<file path="src/rtl/alu_pkg.sv">
// alu_seq shared types: opcodes, FSM state, flag vector.
// The ALU_MUL_EN macro selects whether opcode 111 runs the multiplier.
package alu_pkg;

  localparam logic [2:0] ALU_ADD = 3'b000;
  localparam logic [2:0] ALU_SUB = 3'b001;
  localparam logic [2:0] ALU_AND = 3'b010;
  localparam logic [2:0] ALU_OR  = 3'b011;
  localparam logic [2:0] ALU_XOR = 3'b100;
  localparam logic [2:0] ALU_SHL = 3'b101;
  localparam logic [2:0] ALU_SHR = 3'b110;
  localparam logic [2:0] ALU_MUL = 3'b111;

  typedef enum logic {
    IDLE,
    MUL
  } alu_state_t;

  typedef struct packed {
    logic zero;
    logic carry;
    logic negative;
    logic overflow;
  } alu_flags_t;

endpackage

</file>
<file path="src/rtl/alu_seq_if.sv">
// Request/result bundle between the control unit and alu_seq.
// The control unit drives the master side; alu_seq uses the slave side.
interface alu_seq_if #(
  parameter int WIDTH = 8
) ();

  logic             start;
  logic [2:0]       ALU_Op;
  logic [WIDTH-1:0] inA;
  logic [WIDTH-1:0] inB;
  logic             busy;
  logic             done;
  logic [WIDTH-1:0] out;
  logic             isZero;
  logic             carry;
  logic             negative;
  logic             overflow;

  modport master (
    output start, ALU_Op, inA, inB,
    input  busy, done, out, isZero,
    input  carry, negative, overflow
  );

  modport slave (
    input  start, ALU_Op, inA, inB,
    output busy, done, out, isZero,
    output carry, negative, overflow
  );

endinterface

</file>
<file path="src/rtl/alu_seq_mul.sv">
// Iterative shift-add unsigned multiplier, one partial product per cycle.
// Only instantiated when ALU_MUL_EN is defined.
module alu_mul_iter #(
  parameter int WIDTH = 8
) (
  input  logic               clk,
  input  logic               rst_n,
  input  logic               load_i,
  input  logic [WIDTH-1:0]   a_i,
  input  logic [WIDTH-1:0]   b_i,
  output logic               last_o,
  output logic [2*WIDTH-1:0] prod_o
);

  localparam int CW = $clog2(WIDTH + 1);

  logic [CW-1:0]      cnt_q, cnt_d;
  logic [2*WIDTH-1:0] acc_q, acc_d;
  logic [2*WIDTH-1:0] mc_q, mc_d;
  logic [WIDTH-1:0]   mp_q, mp_d;
  logic [2*WIDTH-1:0] step;

  // prod_o is the accumulator after this edge's step, so the
  // caller can register the final product on the last edge
  assign step   = acc_q + (mp_q[0] ? mc_q : '0);
  assign prod_o = step;
  assign last_o = (cnt_q == CW'(1));

  always_comb begin
    cnt_d = cnt_q;
    acc_d = acc_q;
    mc_d  = mc_q;
    mp_d  = mp_q;
    if (load_i) begin
      cnt_d = CW'(WIDTH);
      acc_d = '0;
      mc_d  = {{WIDTH{1'b0}}, a_i};
      mp_d  = b_i;
    end else if (cnt_q != '0) begin
      cnt_d = cnt_q - CW'(1);
      acc_d = step;
      mc_d  = mc_q << 1;
      mp_d  = mp_q >> 1;
    end
  end

  always_ff @(posedge clk or negedge rst_n) begin
    if (!rst_n) begin
      cnt_q <= '0;
      acc_q <= '0;
      mc_q  <= '0;
      mp_q  <= '0;
    end else begin
      cnt_q <= cnt_d;
      acc_q <= acc_d;
      mc_q  <= mc_d;
      mp_q  <= mp_d;
    end
  end

endmodule

</file>
<file path="src/rtl/alu_seq.sv">
// Handshaked ALU with registered result and flags.
// Define ALU_MUL_EN to build the iterative multiplier for opcode 111.
import alu_pkg::*;

module alu_seq #(
  parameter int WIDTH = 8
) (
  input logic       clk,
  input logic       rst_n,
  alu_seq_if.slave  bus
);

  localparam int SW = $clog2(WIDTH);

  logic [WIDTH-1:0] a, b, res;
  logic [2:0]       op;
  logic [SW-1:0]    amt;
  logic [WIDTH:0]   wide;
  logic             c, v;

  logic [WIDTH-1:0] out_q, out_d;
  alu_flags_t       flg_q, flg_d;
  logic             done_q, done_d;
  logic             c_d, v_d;

  assign a   = bus.inA;
  assign b   = bus.inB;
  assign op  = bus.ALU_Op;
  assign amt = b[SW-1:0];

  always_comb begin
    res  = '0;
    c    = 1'b0;
    v    = 1'b0;
    wide = '0;
    unique case (1'b1)
      (op == ALU_ADD): begin
        wide = {1'b0, a} + {1'b0, b};
        res  = wide[WIDTH-1:0];
        c    = wide[WIDTH];
        v    = (a[WIDTH-1] == b[WIDTH-1]) &&
               (res[WIDTH-1] != a[WIDTH-1]);
      end
      (op == ALU_SUB): begin
        wide = {1'b0, a} - {1'b0, b};
        res  = wide[WIDTH-1:0];
        c    = wide[WIDTH];
        v    = (a[WIDTH-1] != b[WIDTH-1]) &&
               (res[WIDTH-1] != a[WIDTH-1]);
      end
      (op == ALU_AND): res = a & b;
      (op == ALU_OR):  res = a | b;
      (op == ALU_XOR): res = a ^ b;
      // an extra bit on the shifted-out side catches the last bit lost
      (op == ALU_SHL): begin
        wide = {1'b0, a} << amt;
        res  = wide[WIDTH-1:0];
        c    = wide[WIDTH];
      end
      (op == ALU_SHR): begin
        wide = {a, 1'b0} >> amt;
        res  = wide[WIDTH:1];
        c    = wide[0];
      end
      default: ;
    endcase
  end

`ifdef ALU_MUL_EN
  alu_state_t         state_q, state_d;
  logic               load;
  logic               last;
  logic [2*WIDTH-1:0] prod;

  alu_mul_iter #(.WIDTH(WIDTH)) u_mul (
    .clk    (clk),
    .rst_n  (rst_n),
    .load_i (load),
    .a_i    (a),
    .b_i    (b),
    .last_o (last),
    .prod_o (prod)
  );

  always_comb begin
    state_d = state_q;
    out_d   = out_q;
    c_d     = flg_q.carry;
    v_d     = flg_q.overflow;
    done_d  = 1'b0;
    load    = 1'b0;
    unique case (state_q)
      IDLE: begin
        if (bus.start && op == ALU_MUL) begin
          load    = 1'b1;
          state_d = MUL;
        end else if (bus.start) begin
          out_d  = res;
          c_d    = c;
          v_d    = v;
          done_d = 1'b1;
        end
      end
      MUL: begin
        if (last) begin
          out_d   = prod[WIDTH-1:0];
          c_d     = |prod[2*WIDTH-1:WIDTH];
          v_d     = |prod[2*WIDTH-1:WIDTH];
          done_d  = 1'b1;
          state_d = IDLE;
        end
      end
      default: state_d = IDLE;
    endcase
  end

  always_ff @(posedge clk or negedge rst_n) begin
    if (!rst_n) state_q <= IDLE;
    else        state_q <= state_d;
  end

  assign bus.busy = (state_q == MUL);
`else
  // opcode 111 falls through the decoder as an all-zero result
  always_comb begin
    out_d  = out_q;
    c_d    = flg_q.carry;
    v_d    = flg_q.overflow;
    done_d = 1'b0;
    if (bus.start) begin
      out_d  = res;
      c_d    = c;
      v_d    = v;
      done_d = 1'b1;
    end
  end

  assign bus.busy = 1'b0;
`endif

  always_comb begin
    flg_d          = flg_q;
    flg_d.zero     = ~|out_d;
    flg_d.carry    = c_d;
    flg_d.negative = out_d[WIDTH-1];
    flg_d.overflow = v_d;
  end

  always_ff @(posedge clk or negedge rst_n) begin
    if (!rst_n) begin
      out_q  <= '0;
      flg_q  <= '{zero: 1'b1, default: 1'b0};
      done_q <= 1'b0;
    end else begin
      out_q  <= out_d;
      flg_q  <= flg_d;
      done_q <= done_d;
    end
  end

  assign bus.done     = done_q;
  assign bus.out      = out_q;
  assign bus.isZero   = flg_q.zero;
  assign bus.carry    = flg_q.carry;
  assign bus.negative = flg_q.negative;
  assign bus.overflow = flg_q.overflow;

endmodule

</file>
<file path="src/flat_wrapper.sv">
// flat-port wrapper written by rule: the top's interface ports become plain ports
module alu_seq_flat 
#(
  parameter int WIDTH = 8
)
  (clk, rst_n, bus_start, bus_ALU_Op, bus_inA, bus_inB, bus_busy, bus_done, bus_out, bus_isZero, bus_carry, bus_negative, bus_overflow);
  alu_seq_if #(.WIDTH(WIDTH)) bus_i ();
  input logic clk;
  input logic rst_n;
  input wire logic [$bits(bus_i.start)-1:0] bus_start;
  input wire logic [$bits(bus_i.ALU_Op)-1:0] bus_ALU_Op;
  input wire logic [$bits(bus_i.inA)-1:0] bus_inA;
  input wire logic [$bits(bus_i.inB)-1:0] bus_inB;
  output wire logic [$bits(bus_i.busy)-1:0] bus_busy;
  output wire logic [$bits(bus_i.done)-1:0] bus_done;
  output wire logic [$bits(bus_i.out)-1:0] bus_out;
  output wire logic [$bits(bus_i.isZero)-1:0] bus_isZero;
  output wire logic [$bits(bus_i.carry)-1:0] bus_carry;
  output wire logic [$bits(bus_i.negative)-1:0] bus_negative;
  output wire logic [$bits(bus_i.overflow)-1:0] bus_overflow;
  assign bus_i.start = bus_start;
  assign bus_i.ALU_Op = bus_ALU_Op;
  assign bus_i.inA = bus_inA;
  assign bus_i.inB = bus_inB;
  assign bus_busy = bus_i.busy;
  assign bus_done = bus_i.done;
  assign bus_out = bus_i.out;
  assign bus_isZero = bus_i.isZero;
  assign bus_carry = bus_i.carry;
  assign bus_negative = bus_i.negative;
  assign bus_overflow = bus_i.overflow;
  alu_seq #(.WIDTH(WIDTH)) u_core (.clk(clk), .rst_n(rst_n), .bus(bus_i));
endmodule
</file>
<file path="config.mk">
export PLATFORM = sky130hd
export DESIGN_NAME = alu_seq_flat
export DESIGN_NICKNAME = d
export VERILOG_FILES = /design/src/rtl/alu_pkg.sv /design/src/rtl/alu_seq_if.sv /design/src/rtl/alu_seq_mul.sv /design/src/rtl/alu_seq.sv /design/src/flat_wrapper.sv
export SDC_FILE = /design/constraint.sdc
export NUM_CORES = 1
export LEC_CHECK = 0
export CORE_MARGIN = 4
export CORE_UTILIZATION = 50
export DETAILED_ROUTE_END_ITERATION = 7
export PLACE_DENSITY_LB_ADDON = 0.05
export SYNTH_ARGS = -nofsm -noshare
export SYNTH_HDL_FRONTEND = slang
export SYNTH_SLANG_ARGS = --single-unit
</file>
<file path="constraint.sdc">
create_clock -name clk -period 1.6 [get_ports clk]
set_input_delay 0.32 -clock clk [delete_from_list [all_inputs] [get_ports clk]]
set_output_delay 0.32 -clock clk [all_outputs]
set_load 0.05 [all_outputs]
</file>
==> qor.yml, run 1 <==
cts_buffers: 3
initial_core_util: 0.531
synth_seq_cells: 12
io-pin-count: 36
synth_compound_area_frac: 0.259
die_h_microns: 74.1
overflow: 183
ys_types: 61
clock-sinks: 12
stop_error: "[ERROR GRT-0232] Routing congestion too high. Check the congestion heatmap in the GUI."
synthFlopType: "dfrtp_1"
synthXorXnorAreaFrac: 0.0240
clockBufferDepth: 2
synthesis.area_sq_mm: 0.00219
ys_async_sr_fraction: 1.00
dp_hpwl_mm: 6.79
crit_endpoint: "u_core.bus.carry$_DFFE_PN0P_/D"
stop_stage: "global routing"
chipWidth_microns: 74.1
synth-simple-area-share: 0.216
synth_edf_count: 0
synthMuxAreaShare: 0.117
place.gp.congestion: 0.939
cts_root_buffer: "clkbuf_8"
yosysWarnings: 0
grt_max_degree: 21
synth_fa_ha_area_frac: 0.161
seq_area_frac_synth: 0.138
h-tree-depth: 1
outcome: "stopped before the end"
rows: 23
port_buffers: 34
hold_buffers: 0
syn-instance-count: 273
endpoint_type: "sequential cell input"
synth_top_family_by_area: "compound AO/OA/AOI/OAI gates"
gr-usage-all-layers: 0.784
syn-num-nets: 322
synth.avg_cell_area_sq_um: 8.01
## logic make-up after synthesis
| logic type | Yosys count |
|---|---|
| simple gates | 91 |
| compound gates | 79 |
| buf+inv | 43 |
| fa+ha+maj | 27 |
| mux | 14 |
| flops | 12 |
| xor+xnor | 6 |
| other cells | 1 |
## cell usage after synthesis, types with 3 or more instances
master	count	area share
o211ai_1	6	0.021
dfrtp_1	11	0.13
buf_2	5	0.011
ha_1	25	0.14
o21a_1	3	0.010
xnor2_1	4	0.016
mux2i_1	5	0.023
nand3b_1	3	0.010
a211oi_1	4	0.014
clkbuf_1	11	0.019
o21ai_0	9	0.021
nor2_1	16	0.027
nor3_1	8	0.018
nor2b_1	7	0.020
nand2_1	29	0.050
inv_1	19	0.033
a31oi_1	5	0.014
a22o_1	4	0.016
nand4_1	4	0.011
mux4_2	8	0.082
o21bai_1	4	0.014
a221oi_1	5	0.020
or3_1	3	0.0086
buf_1	4	0.0069
a22oi_1	4	0.014
nand3_1	7	0.016
a21o_1	3	0.010
a221o_1	3	0.014
a21oi_1	15	0.034
## per-layer routing
metal,overflow,GRT usage
met5,0,0.0833
met4,69,0.948
met3,0,0.509
met2,114,1.01
met1,0,0.755
## what timing repair did
action / 4_1_cts
buffers inserted: 8
setup endpoints to repair: 11
pin swaps: 47
cloned: 4
gates resized for setup: 122
## metrics by stage
step                      cell area, sq um  setup slack [ns]  instances   util
after CTS                             3850            -0.865        454  0.936
after detailed placement              3410             -1.48        438  0.828
after global placement                3410             -1.39        438  0.828
after floorplan                       2370            -0.727        273      -
==> run 2, diff against run 1 <==
- CORE_UTILIZATION: 50 -> 35
- PLACE_DENSITY_LB_ADDON: 0.05 -> 0.15
- clock period: 1.6 -> 2.1 ns (I/O delays scaled with it)
==> run 2 against run 1 <==
Net effect:
- the flow now finishes, with violations (setup timing)
- synthesized cell count unchanged
- synthesized area unchanged
==> qor.yml, run 2 <==
layout_common_cells: "buf_4, nand2_1, clkdlybuf4s50_1"
max_slew_margin: 0.634
antenna_cells: 0
postRouteWirelength_mm: 8.29
hold_viol: 0
layout.cells.non_filler: 476
drive_above_1_share: 0.494
crit_type: "in2reg"
die_area_sq_mm: 0.00758
initial_core_util: 0.365
clock_skew_ns: 0.000188
grt_pass1_vias: 2605
critPathArrivalTime_ns: 2.56
yosysTopAreaCell: "ha_1"
placed_cells: 455
hold_path_class: "reg2reg"
hold_buffers: 0
final_max_slew_viol_count: 0
setup_ws_ns: -0.305
nets: 451
grt_max_degree: 15
fillCellCount: 493
worst_pin_slew_ns: 0.548
finalSetupViolations: 5
clkLatencyLatePin_ns: 0.24
p_leak_nw: 1.71
highest_layer: "met4"
viasPerCell: 5.54
synth.avg_cell_area_sq_um: 8.01
coreArea_sq_mm: 0.00599
overflow: 0
largest_register_ffs: 7
yosys.area.top_type_share: 0.143
antenna_found_initial: 0
grt_pass1_wl_mm: 13.2
min_period_over_period: 1.15
ys_async_sr_fraction: 1.00
final_core_utilization: 0.643
max_freq_mhz: 416
clk_pin_slew_worst_paths_ns: 0.05
setup_tns_ns: -0.652
synthTopCellsByCount: "nand2_1, ha_1, inv_1"
syn-num-nets: 322
maxCapViolCount: 0
synth.area.top_cells: "ha_1, dfrtp_1, mux4_2, nand2_1, a21oi_1"
io-pin-count: 36
multiInputGateArea_sq_mm: 0.00205
place.gp.congestion: 0.899
startpoint_type: "input port"
via_count: 2639
worst_ir_drop_vdd_uv: 385
port_buffers: 34
post-synth-top-count-cell: "nand2_1"
synthesis.area_sq_mm: 0.00219
syn-instance-count: 273
rsz0062_at_grt: "yes"
gr-usage-all-layers: 0.219
synth_edf_count: 0
cts_root_buffer: "clkbuf_8"
seq_area_frac_synth: 0.138
power.total_mw: 1.58
clockBufferDepth: 2
rows: 28
synth_seq_cells: 12
synthFlopType: "dfrtp_1"
final.min_clock_period_ns: 2.40
critPathCaptureType: "flop"
wl_met1_mm: 3.43
h-tree-depth: 1
outcome: "complete, but fails checks"
cp_max_fo: 8
wire_per_inst_microns: 17.4
seqCellArea_sq_um: 302
dr.pass1.iters: 4
cts_buffers: 3
met3_length_microns: 478
required_ns: 2.25
die_h_microns: 87.1
chipWidth_microns: 87.1
dp_hpwl_mm: 6.28
failed_checks: "setup timing"
ys_types: 61
tritoncts: "yes"
yosysWarnings: 0
drc: 0
drt_iter0_drc: 187
final_common_cell: "buf_4"
met2_length_mm: 4.15
ant_nets: 0
power_density_mw_per_mm2: 409
pre_cts_ws_ns: -1.12
clock-sinks: 12
syn_to_final_growth_pct: 76.3
[run 2: cell counts after synthesis]
Identical to the previous run, type by type.
[run 2: worst paths after layout]
check | from | end | slack, ns | depth (start not counted)
max in group asynchronous | rst_n | u_core.bus.isZero | 1.19 | 1
hold / removal | u_core.bus.overflow | u_core.bus.overflow | 0.51 | 1
hold reg to reg | u_core.bus.overflow | u_core.bus.overflow | 0.51 | 1
setup / recovery | bus_inA[4] | u_core.bus.isZero | -0.30 | 12
setup reg to reg | u_core.bus.out[1] | u_core.bus.isZero | 0.27 | 6
min in group asynchronous | rst_n | u_core.bus.overflow | 0.54 | 1
[run 2: power by group]
part	internal [mW]	switching [mW]
clock network	0.166	0.0837
registers	0.265	0.0199
logic	0.509	0.534
[run 2: layout make-up]
type | instances | area share
Inverter | 20 | 0.0221
Clock buffer | 4 | 0.0143
Multi-Input combinational cell | 218 | 0.532
Tap cell | 75 | 0.0243
Sequential cell | 12 | 0.0782
Timing Repair Buffer | 147 | 0.329
[run 2: repair_timing]
item / in CTS / in global routing
buffers inserted: 13 / 5
endpoints found under the hold margin: 0 / 0
pin swaps: 31 / 22
endpoints found under the setup margin: 10 / 6
resized for setup: 115 / 29
[run 2: through the flow]
step	hold WS [ns]	cell area, sq um
2_1_floorplan	0.124	2250
3_3_place_gp	0.478	3290
3_5_place_dp	0.497	3290
4_1_cts	0.509	3690
5_1_grt	0.518	3850
6_report	0.507	3850
[run 2: kinds of logic after synthesis]
group | count (synthesis) | share of synthesized area
compound gates | 79 | 0.259
flops | 12 | 0.138
xor+xnor | 6 | 0.0240
mux | 14 | 0.117
fa+ha+maj | 27 | 0.161
other cells | 1 | 0.00171
buf+inv | 43 | 0.0835
simple gates | 91 | 0.216
[run 2: critical path, cell delays in order]
cell	delay, ns
buf_2	0.09
buf_6	0.11
buf_4	0.15
inv_4	0.04
ha_4	0.32
o21ai_0	0.13
nor2_2	0.20
buf_4	0.16
or3_1	0.10
o211ai_1	0.11
or4b_4	0.58
nor4_4	0.14
[run 2: layer usage]
layer | track usage | up-vias
met3 | 0.0170 | 17
met2 | 0.382 | 87
met5 | 0 | -
met1 | 0.282 | 1265
li1 | - | 1270
met4 | 0.0793 | 0
No activity file was read; power rests on OpenSTA's default activity.
